### src/rtl/muldiv_unit.sv
// muldiv_unit: iterative RV32M-style multiply/divide, one bit per cycle.
// Divider compiled in only with `define MULDIV_DIV_EN; otherwise ops 4-7 return 0 with illegalOp.
module muldiv_unit #(
  parameter int XLEN = 32
) (
  input  logic            clk,
  input  logic            rstN,
  input  logic            inValid,
  output logic            inReady,
  input  logic [XLEN-1:0] opA,
  input  logic [XLEN-1:0] opB,
  input  logic [2:0]      mdOp,
  input  logic            kill,
  output logic            outValid,
  input  logic            outReady,
  output logic [XLEN-1:0] mdOut,
  output logic            illegalOp,
  output logic            busy
);
  localparam int CW = $clog2(XLEN);
  typedef enum logic [1:0] {IDLE, BUSY, FIX, DONE} state_t;
  state_t state, state_nx;
  logic [2*XLEN-1:0] acc, acc_nx, mul_step, prod, step;
  logic [XLEN-1:0] opnd, opnd_nx, res, res_nx, ma, mb, mul_res, fix_res;
  logic [XLEN:0] sum;
  logic [CW-1:0] cnt, cnt_nx;
  logic [2:0] op, op_nx;
  logic neg, neg_nx, ill, ill_nx, sa, sb;
  assign sa = (mdOp == 3'd1 || mdOp == 3'd2 || mdOp == 3'd4 || mdOp == 3'd6) && opA[XLEN-1];
  assign sb = (mdOp == 3'd1 || mdOp == 3'd4 || mdOp == 3'd6) && opB[XLEN-1];
  assign ma = sa ? -opA : opA;
  assign mb = sb ? -opB : opB;
  // acc = {partial product, remaining multiplier bits}, shifted right each cycle
  assign sum = {1'b0, acc[2*XLEN-1:XLEN]} + (acc[0] ? {1'b0, opnd} : '0);
  assign mul_step = {sum, acc[XLEN-1:1]};
  assign prod = neg ? -acc : acc;
  assign mul_res = op == 3'd0 ? prod[XLEN-1:0] : prod[2*XLEN-1:XLEN];
`ifdef MULDIV_DIV_EN
  logic [XLEN:0] trial, diff;
  logic [2*XLEN-1:0] div_step;
  logic [XLEN-1:0] dv;
  logic ovf;
  // acc = {remainder, dividend/quotient}, shifted left with restoring subtract
  assign trial = acc[2*XLEN-1:XLEN-1];
  assign diff = trial - {1'b0, opnd};
  assign div_step = diff[XLEN] ? {trial[XLEN-1:0], acc[XLEN-2:0], 1'b0}
                               : {diff[XLEN-1:0], acc[XLEN-2:0], 1'b1};
  assign dv = op[1] ? acc[2*XLEN-1:XLEN] : acc[XLEN-1:0];
  assign step = op[2] ? div_step : mul_step;
  assign fix_res = op[2] ? (neg ? -dv : dv) : mul_res;
  assign ovf = !mdOp[0] && opA == {1'b1, {(XLEN-1){1'b0}}} && &opB;
`else
  assign step = mul_step;
  assign fix_res = mul_res;
`endif
  assign inReady = state == IDLE;
  assign outValid = state == DONE;
  assign busy = state == BUSY || state == FIX;
  assign mdOut = res;
  assign illegalOp = ill;
  always_comb begin
    state_nx = state;
    acc_nx = acc;
    opnd_nx = opnd;
    cnt_nx = cnt;
    op_nx = op;
    neg_nx = neg;
    res_nx = res;
    ill_nx = ill;
    case (state)
      IDLE: if (inValid) begin
        op_nx = mdOp;
        neg_nx = mdOp == 3'd6 ? sa : sa ^ sb;
        ill_nx = 1'b0;
        cnt_nx = CW'(XLEN-1);
        state_nx = BUSY;
        acc_nx = mdOp[2] ? {{XLEN{1'b0}}, ma} : {{XLEN{1'b0}}, mb};
        opnd_nx = mdOp[2] ? mb : ma;
`ifdef MULDIV_DIV_EN
        if (mdOp[2] && opB == '0) begin
          state_nx = DONE;
          res_nx = mdOp[1] ? opA : '1;
        end else if (mdOp[2] && ovf) begin
          state_nx = DONE;
          res_nx = mdOp[1] ? '0 : opA;
        end
`else
        if (mdOp[2]) begin
          state_nx = DONE;
          res_nx = '0;
          ill_nx = 1'b1;
        end
`endif
      end
      BUSY: if (kill) state_nx = IDLE;
      else begin
        acc_nx = step;
        cnt_nx = cnt - 1'b1;
        state_nx = cnt == '0 ? FIX : BUSY;
      end
      FIX: if (kill) state_nx = IDLE;
      else begin
        res_nx = fix_res;
        state_nx = DONE;
      end
      default: state_nx = outReady ? IDLE : DONE;
    endcase
  end
  always_ff @(posedge clk or negedge rstN)
    if (!rstN) begin
      state <= IDLE;
      acc <= '0;
      opnd <= '0;
      cnt <= '0;
      op <= '0;
      neg <= 1'b0;
      res <= '0;
      ill <= 1'b0;
    end else begin
      state <= state_nx;
      acc <= acc_nx;
      opnd <= opnd_nx;
      cnt <= cnt_nx;
      op <= op_nx;
      neg <= neg_nx;
      res <= res_nx;
      ill <= ill_nx;
    end
endmodule
### config.mk
export PLATFORM = sky130hd
export DESIGN_NAME = muldiv_unit
export DESIGN_NICKNAME = d
export VERILOG_FILES = /design/src/rtl/muldiv_unit.sv
export SDC_FILE = /design/constraint.sdc
export NUM_CORES = 1
export LEC_CHECK = 0
export BUFFER_PORTS_ARGS = -buffer_cell sky130_fd_sc_hd__clkbuf_2
export CAP_MARGIN = 10
export CORE_UTILIZATION = 51
export CTS_CLUSTER_DIAMETER = 100
export DETAILED_ROUTE_END_ITERATION = 8
export PLACE_DENSITY = 0.75
export SLEW_MARGIN = 5
export SYNTH_ARGS = -nofsm -noshare
export SYNTH_HDL_FRONTEND = slang
export SYNTH_SLANG_ARGS = --single-unit
### constraint.sdc
create_clock -name clk -period 4.1 [get_ports clk]
set_clock_uncertainty 0.2 [all_clocks]
set_input_delay 0.205 -clock clk [delete_from_list [all_inputs] [get_ports clk]]
set_output_delay 0.205 -clock clk [all_outputs]
set_load 0.02 [all_outputs]
==> results.cfg, run 1 <==
[detailed_routing]
vias = 11130
wirelength_um = 37850
routedWlPerCell_um = 21.70
viasPerCell = 6.381
ant_nets = 0
dr.pass1.iters = 5
route.detailed.drc = 0
first_iter_violations = 1015

[grt]
antenna_found_initial = 3
grt_usage = 0.3457
grt_pass1_wl_um = 58770
first_global_vias = 10330
grt_max_degree = 70
gr-total-overflow = 0

[finish]
layoutNonFillerInstCount = 1744
drive_gt1_frac = 0.1276
register_area_sq_um = 3478
final_util = 0.5974
multi_input_area_sq_um = 7278
final_area_sq_um = 12680
fillCellCount = 1941
final_nets = 1567
area_growth_pct = 13.50

[placed_design]
dpl.cell_count = 1700
dpl_cell_area_sq_um = 11940
hpwl_um = 29540
gp_congestion = 0.9829
io_buffers = 107

[worst_setup_path]
end_kind = register
reg2reg_from = acc[0]
crit_end = acc[61]
regToRegSetupSlack_ns = 0.40
start_kind = register
slowest_stage = o31ai_1
worstPathArrival_ns = 3.86
worst_path_largest_cell_delay_ns = 0.85
cpMostUsedCell = o31ai_1
worstRegToRegCells = 11
path_cells = and2_1 -> ha_1 -> inv_1 -> fa_1 -> nor2b_1 -> o2111ai_1 -> a21oi_1 -> o31ai_1 -> o31ai_1 -> a2111o_1 -> nand3_1
r2r-end = acc[61]
crit_start = acc[0]
crit_fanout = 20
required_ns = 4.26
crit_type = register to register

[sta]
slew_viol_final = 0
period_needed_ns = 3.703
fmax_ghz = 0.2701
fin_crit_sh = 0.9031
slew_headroom = 0.2026
rsz0062_at_grt = false
finalHoldViolCount = 0
fin_setup_tns_ns = 0
holdWs_ns = 0.01285
worst_slew_pin_slew_ns = 1.196
setup_viol = 0

[pwr]
ir_worst_vdd_mv = 0.3053
p_comb_frac = 0.506
p_leak_nw = 5.594
cellPowerDensity_nw_per_um2 = 708.3
seq_power_share = 0.304
p_int_mw = 4.668
netSwitchingPower_mw = 4.311
p_clk_frac = 0.190
switching_share = 0.4801

[clocking]
clock_tree.buffer_depth = 2
cts_buffers = 17
post_cts_buffers = 0
root_buffer = clkbuf_16
cts_tree = yes
cts_sinks = 139
holdBufCountCts = 9
cts.reportedPaths.clkPinSlew_ns = 0.07
cts_htree_levels = 4
ctsResizeCount = 0
clock_latency_ns = 0.43

[die]
die_w_um = 150.0
dieArea_sq_um = 22500
die_h_um = 150.0
core-area_sq_um = 21220
io_pins = 108
placementRows = 53
start_util = 0.5264

[logic_synthesis]
ys_ff_latch = 139
yosys_most_used_dff = dfrtp_1
avgSynthCellArea_sq_um = 8.129
syn_inst = 1374
synth_enable_flop_cells = 0
synthDistinctLibCells = 73
syn_area_sq_um = 11170
ys_warn_count = 0
ys_seq_area_frac = 0.3114
syn_nets = 1488
async_flop_share = 1.000

[run_status]
run_status = completed

[hold_path]
hold_class = input port to register
min-delay-start = kill

[job]
cap_violations = 0
-- flip-flops by register name, summed over array words and instances, names as in the netlist --
name,cells
mdOut,32
neg,1
state,2
op,3
opnd,32
cnt,5
acc,64
-- Yosys cell counts, drive strengths merged, types with 13 or more instances --
cell type / instances / share of area
a211oi: 13 / 0.0087
a21o: 16 / 0.011
a21oi: 88 / 0.039
a22oi: 33 / 0.022
and2: 37 / 0.021
and3: 16 / 0.0090
clkbuf: 70 / 0.024
dfrtp: 139 / 0.31
ha: 41 / 0.046
inv: 33 / 0.011
mux2i: 24 / 0.022
nand2: 144 / 0.048
nand3: 21 / 0.0094
nor2: 102 / 0.034
nor3: 27 / 0.012
nor4: 15 / 0.0090
o21ai: 158 / 0.071
o31ai: 32 / 0.023
o41ai: 17 / 0.015
or3: 26 / 0.015
or4: 13 / 0.0094
xnor2: 79 / 0.062
xor2: 61 / 0.048
-- power by group through the flow --
stage | Clock, mW | Sequential (mW) | Combinational [mW]
after floorplan | 0 | 2.49 | 3.12
after global placement | 0 | 2.70 | 4.41
after detailed placement | 0 | 2.73 | 4.46
after CTS | 1.71 | 2.70 | 4.48
after global routing | 1.77 | 2.80 | 5.00
final | 1.70 | 2.73 | 4.55
-- cells in the final DEF (no fill, tap or decap), drive strengths merged, types with 15 or more instances in the layout --
| cell | netlist | final |
|---|---|---|
| and3 | 16 | 16 |
| o21ai | 158 | 158 |
| or3 | 26 | 26 |
| nand2 | 144 | 144 |
| o41ai | 17 | 17 |
| o31ai | 32 | 32 |
| clkbuf | 70 | 123 |
| a21o | 16 | 16 |
| mux2i | 24 | 24 |
| a22oi | 33 | 33 |
| nor3 | 27 | 27 |
| a21oi | 88 | 88 |
| buf | 8 | 23 |
| nor2 | 102 | 102 |
| nor4 | 15 | 15 |
| inv | 33 | 39 |
| xnor2 | 79 | 79 |
| dfrtp | 139 | 139 |
| nand3 | 21 | 21 |
| and2 | 37 | 37 |
| ha | 41 | 41 |
| xor2 | 61 | 61 |
-- layout make-up --
cell class / count / area share
multi-input cells: 1124 / 0.5741
inverters: 33 / 0.009771
clock inverters: 15 / 0.01658
clock buffers: 17 / 0.03356
repair buffers: 138 / 0.06386
diodes: 3 / 0.0005922
flip-flops and latches: 139 / 0.2744
well taps: 275 / 0.02714
-- per-stage QoR --
stage / total power [mW] / setup slack (ns)
global placement: 7.106 / 0.5896
floorplan: 5.615 / 1.089
global route: 9.566 / 0.1001
CTS: 8.891 / 0.4931
finish: 8.979 / 0.3974
detailed placement: 7.181 / 0.5218
-- cells by family (layout without fill, tap and decap cells) --
logic type,Yosys count,after routing,synth area share
buffers and inverters,111,203,0.03809
other,0,3,0
xor gates and xnor gates,140,140,0.1098
AOI/OAI and AO/OA,459,459,0.2641
and+or+nand+nor,453,453,0.2013
adders and majority gates,42,42,0.04772
muxes,30,30,0.02756
DFF,139,139,0.3114
-- worst max-delay path: cells and delay by family, from the launching register on --
| family | cells | cell delay, ns |
|---|---|---|
| buf+inv | 1 | 0.08 |
| compound gates | 5 | 2.02 |
| flops | 1 | 0.56 |
| simple gates | 3 | 0.38 |
| fa+ha+maj | 2 | 0.40 |
-- how the worst min path moves through the flow --
stage                    end  slack [ns]  cells past startpoint
finish              state[0]        0.01                      4
global route        opnd[30]        0.04                      4
global placement     acc[40]        0.07                      1
CTS                  acc[28]       0.006                      3
floorplan             acc[0]       -0.29                      0
detailed placement   acc[40]        0.07                      1
-- per-layer routing --
| layer | part of all wire | vias up | track usage | routed length [um] |
|---|---|---|---|---|
| li1 | - | 5211 | - | - |
| met1 | 0.44 | 5287 | 0.4720 | 16620 |
| met4 | 0.031 | 0 | 0.1333 | 1186 |
| met2 | 0.44 | 556 | 0.5303 | 16780 |
| met3 | 0.086 | 74 | 0.07622 | 3262 |
| met5 | 0 | - | 0 | 0 |
Note: power is estimated with default switching activity, not from simulation.
==> run 2, diff against run 1 <==
--- a/config.mk
+++ b/config.mk
@@ -7,10 +7,11 @@
 export LEC_CHECK = 0
 export BUFFER_PORTS_ARGS = -buffer_cell sky130_fd_sc_hd__clkbuf_2
 export CAP_MARGIN = 10
-export CORE_UTILIZATION = 51
+export CORE_ASPECT_RATIO = 2
+export CORE_UTILIZATION = 25
 export CTS_CLUSTER_DIAMETER = 100
 export DETAILED_ROUTE_END_ITERATION = 8
-export PLACE_DENSITY = 0.75
+export PLACE_DENSITY = 0.45
 export SLEW_MARGIN = 5
 export SYNTH_ARGS = -nofsm -noshare
 export SYNTH_HDL_FRONTEND = slang
==> run 2 against run 1 <==
  * Via count is 2.2% lower
  * Design area is 3.8% higher
  * Register-to-register slack better by 0.24 ns
  * Flip-flop and latch count stayed put
  * Die area is 100% higher
  * Hold slack better by 0.0050 ns
  * Critical path depth is 4 lower
  * Total power is 2.2% higher
  * Wire length is 23% higher
  * Global-route usage is 13 points lower
  * Cell count is 17% higher
  * Setup slack better by 0.24 ns
==> results.cfg, run 2 (same netlist as run 1, synthesis figures left out) <==
[pwr]
switching_share = 0.4858
netSwitchingPower_mw = 4.458
p_leak_nw = 5.664
p_comb_frac = 0.525
ir_worst_vdd_mv = 0.3206
seq_power_share = 0.288
p_clk_frac = 0.187
cellPowerDensity_nw_per_um2 = 697.4
p_int_mw = 4.718

[detailed_routing]
route.detailed.drc = 0
topRoutingLayerUsed = met4
met2_length_um = 25620
wl_met1_um = 17000
vias = 10880
wirelength_um = 46690
viasPerCell = 5.345
dr.pass1.iters = 7
ant_nets = 0
first_iter_violations = 646
routedWlPerCell_um = 22.93
wl_met3_um = 1343

[finish]
layout_commonest_cell = o21ai_0
area_growth_pct = 17.79
top_register = acc
drive_gt1_frac = 0.1357
largest_reg_flops = 64
final_cell_mix = o21ai_0, nand2_1, dfrtp_1
fillCellCount = 4882
antenna_cells = 0
final_nets = 1582

[sta]
fin_ws_ns = 0.6369
fmax_ghz = 0.2888
period_needed_ns = 3.463
fin_setup_tns_ns = 0
worst_slew_pin_slew_ns = 0.9723
rsz0062_at_grt = false
fin_crit_sh = 0.8447
setup_viol = 0
slew_headroom = 0.3518
finalHoldViolCount = 0
slew_viol_final = 0

[grt]
gr-total-overflow = 0
first_global_vias = 11130
grt_max_degree = 91
antenna_found_initial = 0
grt_pass1_wl_um = 70040
grt_usage = 0.2112

[die]
die_h_um = 300.9
io_pins = 108
dieArea_sq_um = 45580
die_w_um = 151.5
start_util = 0.2528
placementRows = 109
core-area_sq_um = 44190

[worst_setup_path]
end_kind = register
required_ns = 4.23
crit_type = register to register
start_kind = register
crit_fanout = 5
worstPathArrival_ns = 3.59

[clocking]
post_cts_buffers = 0
cts_htree_levels = 4
root_buffer = clkbuf_16
cts_sinks = 139
cts.reportedPaths.clkPinSlew_ns = 0.06
clock_latency_ns = 0.45
clock_tree.buffer_depth = 2
ctsResizeCount = 0
cts_buffers = 17
cts_tree = yes
holdBufCountCts = 12

[placed_design]
gp_congestion = 0.9264
hpwl_um = 37670
pre_cts_slack_ns = 0.6723
io_buffers = 107

[job]
cap_violations = 0

[hold_path]
hold_class = input port to register

[run_status]
run_status = completed
## run 2: cell count changes in the layout (fill, tap and decap cells not counted), sizes merged
cell,before,now
buf,23,35
clkbuf,123,125
clkinv,3,5
clkinvlp,2,3
diode,3,0
dlygate4sd3,9,12
inv,39,34
## run 2: layer usage
| metal | GRT usage | up-vias |
|---|---|---|
| li1 | - | 5230 |
| met1 | 0.2158 | 5258 |
| met2 | 0.4014 | 298 |
| met3 | 0.02182 | 96 |
| met4 | 0.1257 | 0 |
| met5 | 0 | - |
## run 2: per-stage QoR
| step | power (mW) | cell area [sq um] | instances | utilization | hold slack [ns] |
|---|---|---|---|---|---|
| 5_1_grt | 9.822 | 13160 | 2036 | 0.2977 | 0.01424 |
| 6_report | 9.176 | 13160 | 2036 | 0.2977 | 0.01781 |
| 4_1_cts | 9.253 | 13160 | 2036 | 0.2977 | 0.001589 |
| 3_5_place_dp | 7.485 | 12400 | 1992 | 0.2807 | 0.1571 |
| 3_3_place_gp | 7.463 | 12400 | 1992 | 0.2807 | 0.1470 |
| 2_1_floorplan | 5.615 | 11170 | 1374 | - | -0.2906 |
## run 2: cell type report
type	instances	area, sq um	area share
inverters	33	123.9	0.009415
multi-input cells	1124	7282	0.5535
flip-flops and latches	139	3480	0.2645
clock buffers	19	442.9	0.03367
clock inverters	13	191.4	0.01455
repair buffers	153	942.2	0.07161
well taps	555	694.4	0.05278
## run 2: worst max-delay path, stage by stage, from the launching register on
cell and delay (ns):
dfrtp_1 0.44, nor4_2 0.57, buf_4 0.24, nand2_1 0.16
or4_1 0.71, o31ai_1 0.55, xnor2_1 0.12, a221o_1 0.34
## run 2: worst paths after layout
path,from,end,slack [ns],depth (start not counted)
max,acc[4],mdOut[2],0.64,7
min,opB[28],acc[28],0.02,4
max reg2reg,acc[4],mdOut[2],0.64,7
min reg2reg,opnd[27],opnd[27],0.27,2
max in group asynchronous,rstN,acc[31],2.72,3
min in group asynchronous,rstN,mdOut[21],0.18,2
## run 2: power groups by stage
stage | clock, mW | combinational, mW | sequential [mW]
floorplan | 0 | 3.12 | 2.49
global route | 1.80 | 5.29 | 2.73
detailed placement | 0 | 4.82 | 2.66
global placement | 0 | 4.80 | 2.66
finish | 1.72 | 4.82 | 2.64
CTS | 1.76 | 4.85 | 2.64
